### src/rtl/seg_scan_driver.sv
// seg_scan_driver: 8-digit multiplexed hex display scanner with anti-ghost blanking and leading-zero suppression
module seg_scan_driver #(
  parameter int DIV = 100000,
  parameter int BLANK = 16
) (
  input  logic        clk,
  input  logic        rst,
  input  logic [31:0] data,
  input  logic [7:0]  dp,
  input  logic        blank_lz,
  output logic [2:0]  which,
  output logic [7:0]  seg,
  output logic        frame_done
);
  localparam int CW = $clog2(DIV);
  localparam logic [CW-1:0] LAST = CW'(DIV - 1);
  localparam logic [CW-1:0] BL = CW'(BLANK);
  localparam logic [16*7-1:0] LUT = {7'h0E, 7'h06, 7'h21, 7'h46, 7'h03, 7'h08, 7'h10, 7'h00,
                                     7'h78, 7'h02, 7'h12, 7'h19, 7'h30, 7'h24, 7'h79, 7'h40};
  logic [CW-1:0] cnt;
  logic [2:0]    idx;
  logic [31:0]   f_data;
  logic [7:0]    f_dp;
  logic          f_lz;
  logic          tick, wrap;
  logic [2:0]    hi;
  logic [3:0]    nib;
  assign tick = cnt == LAST;
  assign wrap = tick && idx == 3'd7;
  assign which = idx;
  assign nib = f_data[idx*4 +: 4];
  always_ff @(posedge clk) begin
    if (rst) begin
      cnt <= '0;
      idx <= '0;
      f_data <= '0;
      f_dp <= '0;
      f_lz <= 1'b0;
      frame_done <= 1'b0;
    end else begin
      cnt <= tick ? '0 : cnt + 1'b1;
      idx <= tick ? idx + 3'd1 : idx;
      frame_done <= wrap;
      if (wrap) begin
        f_data <= data;
        f_dp <= dp;
        f_lz <= blank_lz;
      end
    end
  end
  // highest nonzero nibble of the latched frame; digit 0 when all zero
  always_comb begin
    hi = 3'd0;
    for (int j = 0; j < 8; j++) hi = (f_data[j*4 +: 4] != 4'd0) ? 3'(j) : hi;
  end
  always_comb begin
    seg = (cnt < BL || (f_lz && idx > hi)) ? 8'hFF : {~f_dp[idx], LUT[nib*7 +: 7]};
  end
endmodule

### config.mk
export PLATFORM = sky130hd
export DESIGN_NAME = seg_scan_driver
export DESIGN_NICKNAME = d
export VERILOG_FILES = /design/src/rtl/seg_scan_driver.sv
export SDC_FILE = /design/constraint.sdc
export NUM_CORES = 1
export LEC_CHECK = 0
export BUFFER_PORTS_ARGS = -buffer_cell sky130_fd_sc_hd__buf_4
export CAP_MARGIN = 40
export CORE_UTILIZATION = 56
export CTS_CLUSTER_DIAMETER = 50
export CTS_CLUSTER_SIZE = 16
export DETAILED_ROUTE_END_ITERATION = 16
export PLACE_DENSITY_LB_ADDON = 0.25
export RECOVER_POWER = 25
export SLEW_MARGIN = 20
export SYNTH_ARGS = -nofsm -noshare
export SYNTH_HDL_FRONTEND = slang
export SYNTH_SLANG_ARGS = --single-unit
### constraint.sdc
create_clock -name clk -period 3.3 [get_ports clk]
set_clock_uncertainty 0.2 [all_clocks]
set_input_delay 0.165 -clock clk [delete_from_list [all_inputs] [get_ports clk]]
set_output_delay 0.165 -clock clk [all_outputs]
set_load 0.05 [all_outputs]
# ---- Yosys cells after proc, flatten, opt, wreduce, memory -nomap -nowiden
# Cells that the tools add are included.
dict set report totals {
  elab_cells 38
  input_bits 43
  output_inout_bits 12
  reg_bits 62
}
dict set report op_classes {
  n_shift 2
  n_reduce_logical 11
  n_addsub 2
  eq_ne 2
  n_bitwise 1
  n_mux 10
  n_lt_le_gt_ge 3
  mul 1
}
# cell count
set op_table {}
lappend op_table {{$shiftx A112 B8 Y7 const A} 1}
lappend op_table {{$shiftx A32 B6 Y4} 1}
lappend op_table {{$reduce_bool A4 Y1} 7}
lappend op_table {{$add A17 B1 Y17 const B} 1}
lappend op_table {{$eq A17 B17 Y1 const B} 1}
lappend op_table {{$lt A17 B5 Y1 const B} 1}
lappend op_table {{$mux W3} 4}
lappend op_table {{$mux W8} 1}
lappend op_table {{$mul A4 B3 Y7 const B} 1}
lappend op_table {{$lt A3 B4 Y1 const B} 1}
lappend op_table {{$mux W2} 2}
lappend op_table {{$add A3 B1 Y3 const B} 1}
lappend op_table {{$bmux W1 S3} 1}
lappend op_table {{$eq A3 B3 Y1 const B} 1}
lappend op_table {{$gt A3 B3 Y1} 1}
lappend op_table {{$logic_and A1 B1 Y1} 2}
lappend op_table {{$mux W1} 2}
lappend op_table {{$reduce_or A2 Y1} 1}
lappend op_table {{$logic_or A1 B1 Y1} 1}
lappend op_table {{$not A1 Y1} 1}

# ---- Depth between registers and ports, before layout
# Gate-level depths: netlist of run 1.
dict set report depth {
  depth_word 12
  ltp_mapped 10
  depth_no_buf 10
}

# ---- Least setup slack after synthesis of run 1
# OpenSTA, ideal clock, no wires.
dict set report synth_path {
  path_kind {register to output}
  from {reg idx[0], in the netlist which[0]}
  to {out seg[4]}
  path_stages_with_launch 7
  t_required_ns 2.935
  path_buffers 1
  arrival_time_ns 3.399
  slack_ns -0.464
  cell_sequence {dfxtp_1 buf_6 mux4_1 mux2i_1 inv_1 ha_1 o311ai_1}
}
dict set report synth_via {
  elab_chain_len 4
  elab_cells_between_ends 7
}
# element line_no
set synth_lines {}
lappend synth_lines {{start, declared} 21} ;# logic [2:0] idx;
lappend synth_lines {{start signal, assigned} 42} ;# idx <= tick ? idx + 3'd1 : idx;
lappend synth_lines {{$shiftx A32 B6 Y4 or $gt A3 B3 Y1 (tied branches)} {31, 57}}
lappend synth_lines {{$mul A4 B3 Y7 or $logic_and A1 B1 Y1 (tied branches)} 57} ;# seg = (cnt < BL || (f_lz && idx > hi)) ? 8'hFF : {~f_dp[idx], LUT[nib*7 +: 7]};
lappend synth_lines {{$shiftx A112 B8 Y7 or $logic_or A1 B1 Y1 (tied branches)} 57}
lappend synth_lines {{$mux W8 (*)} 57}
lappend synth_lines {{end, declared} 12} ;# output logic [7:0] seg,
# Mark *: on every way between the ends. The rest lies on a longest branch, timed or not.

# ---- Final worst setup path of run 1
dict set report layout_path {
  from {reg idx[0], in the netlist which[0]}
  to {out seg[3]}
}
# The elaborated chain is that of the path after synthesis.

==> results.sh, run 1 <==
export IMPL_status="completed"
export IMPL_place_gp_congestion=0.8736
export IMPL_synth_ff_latch_count=62
export IMPL_fin_nets=519
export IMPL_place_port_buffers=54
export IMPL_worst_hold_slack_ns=0.07145
export IMPL_cap_viol_max_count=0
export IMPL_grt_antenna_before_repair=0
export IMPL_grt_start_max_net_pins=48
export IMPL_cts_root_buffer_cell="sky130_fd_sc_hd__clkbuf_8"
export IMPL_layoutNonFillerInstCount=541
export IMPL_most_frequent_standard_cell_in_the_layout_excluding_fill_and_tap_cells="sky130_fd_sc_hd__nand2_1"
export IMPL_core_area_sq_um=5473
export IMPL_floorplan_io_pins=55
export IMPL_peak_ir_drop_on_the_vdd_network_mv=0.2987
export IMPL_power_density_nw_per_um2=336.8
export IMPL_first_global_vias=2826
export IMPL_crit_path_max_incr_delay_ns=0.50
export IMPL_postSynthNetCount=431
export IMPL_crit_arrival_ns=2.80
export IMPL_worst_path_max_delay_cell="sky130_fd_sc_hd__mux4_2"
export IMPL_area_growth_syn_to_layout_pct=33.02
export IMPL_die_x_um=77.22
export IMPL_finalCoreUtilization_pct=77.00
export IMPL_detail_route_wirelength_um=7483
export IMPL_globalRouteTotalUtil_pct=26.87
export IMPL_tritoncts_clock_tree="built"
export IMPL_ys_types=43
export IMPL_ys_warn_count=0
export IMPL_detail_route_drc_violations=0
export IMPL_finalCritPeriodShare_pct=95.80
export IMPL_crit_required_ns=2.93
export IMPL_leakagePower_nw=1.637
export IMPL_total_placed_instance_area_sq_um=3578
export IMPL_std_cell_rows=27
export IMPL_clock_insertion_delay_worst_skew_ns=0.33
export IMPL_grt_pass1_wl_um=12580
export IMPL_synth_main_ff_cell="sky130_fd_sc_hd__dfxtp_1"
export IMPL_synth_edff_count=0
export IMPL_postRouteAntennaNets=0
export IMPL_globalRoute_totalOverflow=0
export IMPL_clk_pin_slew_ns=0.06
export IMPL_finalSetupViolations=0
export IMPL_syn_cell_area_sq_um=3168
export IMPL_setup_worst_path_end="seg[3]"
export IMPL_placedCellCount=484
export IMPL_route_detailed_wl_per_inst_um=13.83
export IMPL_reg2reg_to="f_data[19]"
export IMPL_die_area_sq_um=5962
export IMPL_critical_path_reg2reg_startpoint="which[2]"
export IMPL_firstDrtPassIters=4
export IMPL_num_antenna_cells=0
export IMPL_final_max_slew_viol_count=0
export IMPL_detailroute_via_count=2972
export IMPL_start_util_pct=57.89
export IMPL_detail_route_iter0_violations=178
export IMPL_filler_cell_count=404
export IMPL_clock_tree_htree_level_count=3
export IMPL_critical_path_class="reg -> out"
export IMPL_die_height_um=77.22
export IMPL_timing_slew_headroom_pct=48.43
export IMPL_timing_critical_path_from="which[0]"
export IMPL_synth_avg_cell_area_sq_um=8.426
export IMPL_total_half_perimeter_wirelength_after_legalization_and_detailed_placement_um=4807
export IMPL_timing_hold_worst_class="in -> reg"
export IMPL_worstPathMaxFanout=6
export IMPL_max_freq_mhz=316.3
export IMPL_number_of_standard_cells_after_synthesis=376
export IMPL_finalCriticalPeriod_ns=3.162
export IMPL_drive_above_1_share_pct=20.04
export IMPL_clock_sinks=62
export IMPL_final_hold_violation_count=0
export IMPL_r2r_slack_ns=0.67
export IMPL_path_depth_of_the_worst_reg2reg_path=6
export IMPL_mostFrequentLayoutCells="sky130_fd_sc_hd__nand2_1 (96), sky130_fd_sc_hd__dfxtp_1 (60), sky130_fd_sc_hd__buf_4 (54)"
export IMPL_synth_seq_area_share_pct=39.18
export IMPL_design_power_total_mw=1.419
export IMPL_cp_end_kind="output pin"
export IMPL_path_cells="buf_4 -> mux4_2 -> mux2_4 -> inv_1 -> ha_1 -> nor3_1 -> a21oi_1 -> a32oi_2 -> buf_6"
export IMPL_cts_buffer_depth=2
export IMPL_postLayoutCellArea_sq_um=4214
export IMPL_inserted_clock_buffers=9
export IMPL_detail_route_vias_per_cell=5.494
export IMPL_async_reset_ff_share_pct=0
export IMPL_tightest_slew_ns=0.7736
export IMPL_type_of_origin_of_the_critical_path="flip-flop"
-- through the flow --
step                worst slack (ns)  TNS [ns]
global placement              0.3393         0
detailed placement            0.3221         0
CTS                         0.007829         0
floorplan                    -0.2125   -0.2394
global route                -0.06630  -0.08505
finish                        0.1385         0
-- worst min-delay path by stage --
stage / start / endpoint / slack, ns / cells past startpoint
CTS: rst / which[2] / 0.06 / 2
global route: rst / which[2] / 0.09 / 2
global placement: data[23] / f_data[23] / 0.22 / 3
finish: rst / cnt[4] / 0.07 / 2
floorplan: data[0] / f_data[0] / 0.11 / 2
detailed placement: data[7] / f_data[7] / 0.22 / 3
-- critical path, delay by kind of cell (launching register included) --
| kind | cells | cell delay, ns |
|---|---|---|
| compound gates | 2 | 0.32 |
| fa+ha+maj | 1 | 0.26 |
| buf+inv | 3 | 0.48 |
| flops | 1 | 0.39 |
| mux | 2 | 0.81 |
| simple gates | 1 | 0.21 |
-- state kept, by name, summed over array words and instances, names as in the netlist --
signal and count:
f_data 32, which 3, frame_done 1, f_lz 1, f_dp 8, cnt 17
-- cells in the mapped netlist (2+ instances only) --
cell type | n | area [sq um]
sky130_fd_sc_hd__o21ai_0 | 5 | 25.02
sky130_fd_sc_hd__xor2_1 | 9 | 78.83
sky130_fd_sc_hd__nor2_1 | 31 | 116.4
sky130_fd_sc_hd__o221ai_1 | 2 | 17.52
sky130_fd_sc_hd__nand3_1 | 11 | 55.05
sky130_fd_sc_hd__nor3_1 | 6 | 30.03
sky130_fd_sc_hd__nor4_1 | 9 | 56.30
sky130_fd_sc_hd__a31oi_1 | 2 | 12.51
sky130_fd_sc_hd__buf_4 | 3 | 22.52
sky130_fd_sc_hd__buf_6 | 6 | 67.56
sky130_fd_sc_hd__dfxtp_1 | 62 | 1241
sky130_fd_sc_hd__a21oi_1 | 44 | 220.2
sky130_fd_sc_hd__xnor2_1 | 8 | 70.07
sky130_fd_sc_hd__and3_1 | 2 | 12.51
sky130_fd_sc_hd__nand2b_1 | 2 | 12.51
sky130_fd_sc_hd__nand4_1 | 2 | 12.51
sky130_fd_sc_hd__mux4_2 | 2 | 45.04
sky130_fd_sc_hd__or3_1 | 2 | 12.51
sky130_fd_sc_hd__mux4_1 | 6 | 157.7
sky130_fd_sc_hd__buf_2 | 8 | 40.04
sky130_fd_sc_hd__or4_1 | 2 | 15.01
sky130_fd_sc_hd__clkbuf_1 | 6 | 22.52
sky130_fd_sc_hd__nor4_2 | 2 | 25.02
sky130_fd_sc_hd__nand2_1 | 96 | 360.4
sky130_fd_sc_hd__mux2i_1 | 8 | 80.08
sky130_fd_sc_hd__ha_1 | 12 | 150.1
sky130_fd_sc_hd__inv_1 | 9 | 33.78
sky130_fd_sc_hd__mux2_2 | 4 | 45.04
-- cells by family after synthesis --
logic type | after synthesis | share of synthesized area (%)
flip-flops | 62 | 39.18
AO/OA/AOI/OAI | 63 | 11.45
adder cells (fa/ha/maj) | 12 | 4.739
multiplexers | 21 | 10.82
buffers and inverters | 33 | 6.003
AND/OR/NAND/NOR | 168 | 23.10
XOR/XNOR | 17 | 4.700
-- routing by layer --
layer  global-route usage, %  part of all wire [%]  vias up
li1                        -                     -     1473
met1                   33.89                    44     1398
met2                   43.72                    50       89
met3                   6.429                   4.8       12
met4                   11.32                   1.8        0
met5                       0                     0        -
-- repair_timing --
item                                    4_1_cts  5_1_grt
endpoints found under the hold margin        41        0
endpoints found under the setup margin        4        5
hold buffers                                 41        0
setup buffers                                 0        0
gates resized for setup                       3       11
-- where the power goes --
| part | switching [mW] | total [mW] | internal (mW) | leakage [nW] |
|---|---|---|---|---|
| Combinational | 0.0311 | 0.0974 | 0.0663 | 1.05 |
| Sequential | 0.00308 | 0.754 | 0.751 | 0.501 |
| Clock | 0.279 | 0.568 | 0.289 | 0.0861 |
-- area by class of cell --
| type | instances | area [sq um] | area share (%) |
|---|---|---|---|
| repair buffers | 100 | 843.3 | 20.01 |
| inverters | 10 | 37.54 | 0.8907 |
| multi-input cells | 281 | 1829 | 43.41 |
| flip-flops and latches | 62 | 1246 | 29.57 |
| clock inverters | 4 | 22.52 | 0.5344 |
| clock buffers | 12 | 145.1 | 3.444 |
| well taps | 72 | 90.09 | 2.138 |
Note: power is estimated with default switching activity, not from simulation.
==> inputs of run 2 (changes only) <==
CORE_UTILIZATION = 52   (was 56)
CTS_BUF_LIST = sky130_fd_sc_hd__clkbuf_8   (was not set)
clock period = 2.9 ns   (was 3.3 ns; I/O delays follow)
==> results.sh, run 2 (synthesis results as in run 1) <==
export IMPL_grt_antenna_before_repair=0
export IMPL_crit_required_ns=2.56
export IMPL_layout_setup_ws_ns=-0.06965
export IMPL_tightest_slew_ns=0.7916
export IMPL_power_density_nw_per_um2=375.0
export IMPL_type_of_origin_of_the_critical_path="flip-flop"
export IMPL_most_frequent_standard_cell_in_the_layout_excluding_fill_and_tap_cells="sky130_fd_sc_hd__nand2_1"
export IMPL_clock_tree_htree_level_count=3
export IMPL_place_port_buffers=54
export IMPL_max_freq_mhz=336.7
export IMPL_std_cell_rows=28
export IMPL_detail_route_drc_violations=0
export IMPL_start_util_pct=53.83
export IMPL_most_flops_register="f_data"
export IMPL_finalSetupViolations=4
export IMPL_crit_path_max_incr_delay_ns=0.56
export IMPL_detail_route_vias_per_cell=5.479
export IMPL_die_height_um=80.06
export IMPL_mostFrequentLayoutCells="sky130_fd_sc_hd__nand2_1 (96), sky130_fd_sc_hd__buf_4 (57), sky130_fd_sc_hd__dfxtp_1 (55)"
export IMPL_cts_buffer_depth=2
export IMPL_largest_reg_flops=32
export IMPL_detail_route_wirelength_um=8424
export IMPL_finalCoreUtilization_pct=77.04
export IMPL_rsz0062_at_grt="true"
export IMPL_num_antenna_cells=0
export IMPL_die_area_sq_um=6409
export IMPL_first_global_vias=2822
export IMPL_cp_end_kind="output pin"
export IMPL_worst_hold_slack_ns=0.04002
export IMPL_leakagePower_nw=1.745
export IMPL_detail_route_iter0_violations=158
export IMPL_fin_nets=534
export IMPL_floorplan_io_pins=55
export IMPL_failed_checks="setup timing"
export IMPL_path_cells="mux4_2 -> mux2_4 -> inv_2 -> ha_1 -> nor3_2 -> a21oi_1 -> a32oi_4 -> buf_6"
export IMPL_crit_arrival_ns=2.62
export IMPL_layout_top_registers="f_data (32), cnt (17), f_dp (8)"
export IMPL_final_max_slew_viol_count=0
export IMPL_area_growth_syn_to_layout_pct=43.13
export IMPL_postRouteAntennaNets=0
export IMPL_critical_path_class="reg -> out"
export IMPL_drive_above_1_share_pct=27.89
export IMPL_clock_sinks=62
export IMPL_inserted_clock_buffers=9
export IMPL_core_area_sq_um=5886
export IMPL_globalRouteTotalUtil_pct=27.17
export IMPL_die_x_um=80.06
export IMPL_total_half_perimeter_wirelength_after_legalization_and_detailed_placement_um=5064
export IMPL_place_gp_congestion=0.8830
export IMPL_worstPathMaxFanout=16
export IMPL_design_power_total_mw=1.700
export IMPL_status="complete, but fails checks"
export IMPL_firstDrtPassIters=4
export IMPL_timing_hold_worst_class="in -> reg"
export IMPL_finalCritPeriodShare_pct=102.4
export IMPL_cap_viol_max_count=0
export IMPL_total_placed_instance_area_sq_um=3669
export IMPL_clock_insertion_delay_worst_skew_ns=0.34
export IMPL_final_hold_violation_count=0
export IMPL_cts_root_buffer_cell="sky130_fd_sc_hd__clkbuf_8"
export IMPL_finalCriticalPeriod_ns=2.970
export IMPL_clk_pin_slew_ns=0.07
export IMPL_detailroute_via_count=3063
export IMPL_worst_path_max_delay_cell="sky130_fd_sc_hd__dfxtp_2"
export IMPL_globalRoute_totalOverflow=0
export IMPL_tritoncts_clock_tree="built"
export IMPL_peak_ir_drop_on_the_vdd_network_mv=0.3856
export IMPL_route_detailed_wl_per_inst_um=15.07
export IMPL_timing_slew_headroom_pct=47.22
export IMPL_grt_start_max_net_pins=48
export IMPL_grt_pass1_wl_um=13070
export IMPL_postLayoutCellArea_sq_um=4534
==> run 2: cell count changes in the layout (fill, tap and decap cells not counted), moves of 3 or more <==
cell	previous run	this run
sky130_fd_sc_hd__nor4_1	7	4
sky130_fd_sc_hd__o21ai_0	3	0
sky130_fd_sc_hd__buf_6	1	12
sky130_fd_sc_hd__mux4_1	6	3
sky130_fd_sc_hd__dfxtp_2	1	6
sky130_fd_sc_hd__buf_4	54	57
sky130_fd_sc_hd__ha_1	12	9
sky130_fd_sc_hd__dfxtp_1	60	55
sky130_fd_sc_hd__mux4_2	2	5
==> run 2: path summary, 6_finish.rpt <==
| path | from | slack (ns) | to | depth (start not counted) |
|---|---|---|---|---|
| hold / removal | rst | 0.04 | which[1] | 2 |
| hold reg to reg | f_dp[0] | 0.25 | f_dp[0] | 2 |
| setup / recovery | which[1] | -0.07 | seg[3] | 8 |
| setup reg to reg | which[2] | 0.09 | f_data[17] | 7 |
==> run 2: final cells by class <==
class,count,area (sq um)
clock inverter,7,65.06
fill,396,1351
clock buffer,9,123.9
inverter,10,37.54
tap,75,93.84
sequential,62,1252
timing repair buffer,115,993.5
multi-input combinational,281,1968
==> run 2: worst max-delay path, delay by kind of cell (launching register included) <==
family,cells,cell delay [ns]
flops,1,0.56
simple gates,1,0.19
buf+inv,2,0.28
mux,2,0.71
compound gates,2,0.29
fa+ha+maj,1,0.26
==> run 2: routing by layer <==
layer | vias up | part of all wire, % | GRT usage [%]
met1 | 1453 | 42 | 32.40
met4 | 0 | 2.0 | 10.18
li1 | 1500 | - | -
met5 | - | 0 | 0
met2 | 92 | 51 | 47.69
met3 | 18 | 5.1 | 5.795
==> run 2: repair_timing <==
item,CTS,global route
gates resized for setup,33,22
hold buffers,41,0
setup endpoints to repair,8,8
pin swaps,9,10
setup buffers,6,3
hold endpoints to repair,41,0
cloned,0,0
==> run 2: where the power goes <==
part | total (mW) | switching [mW] | internal, mW
sequential | 0.857 | 0.00354 | 0.854
combinational | 0.111 | 0.0352 | 0.0755
clock | 0.733 | 0.341 | 0.392
==> run 2: through the flow <==
step	worst slack, ns	setup TNS, ns	std cells
floorplan	0.009703	0	376
global placement	0.1294	0	493
detailed placement	0.004180	0	493
CTS	-0.02078	-0.03841	556
global route	-0.1595	-0.7365	559
finish	-0.06965	-0.1537	559
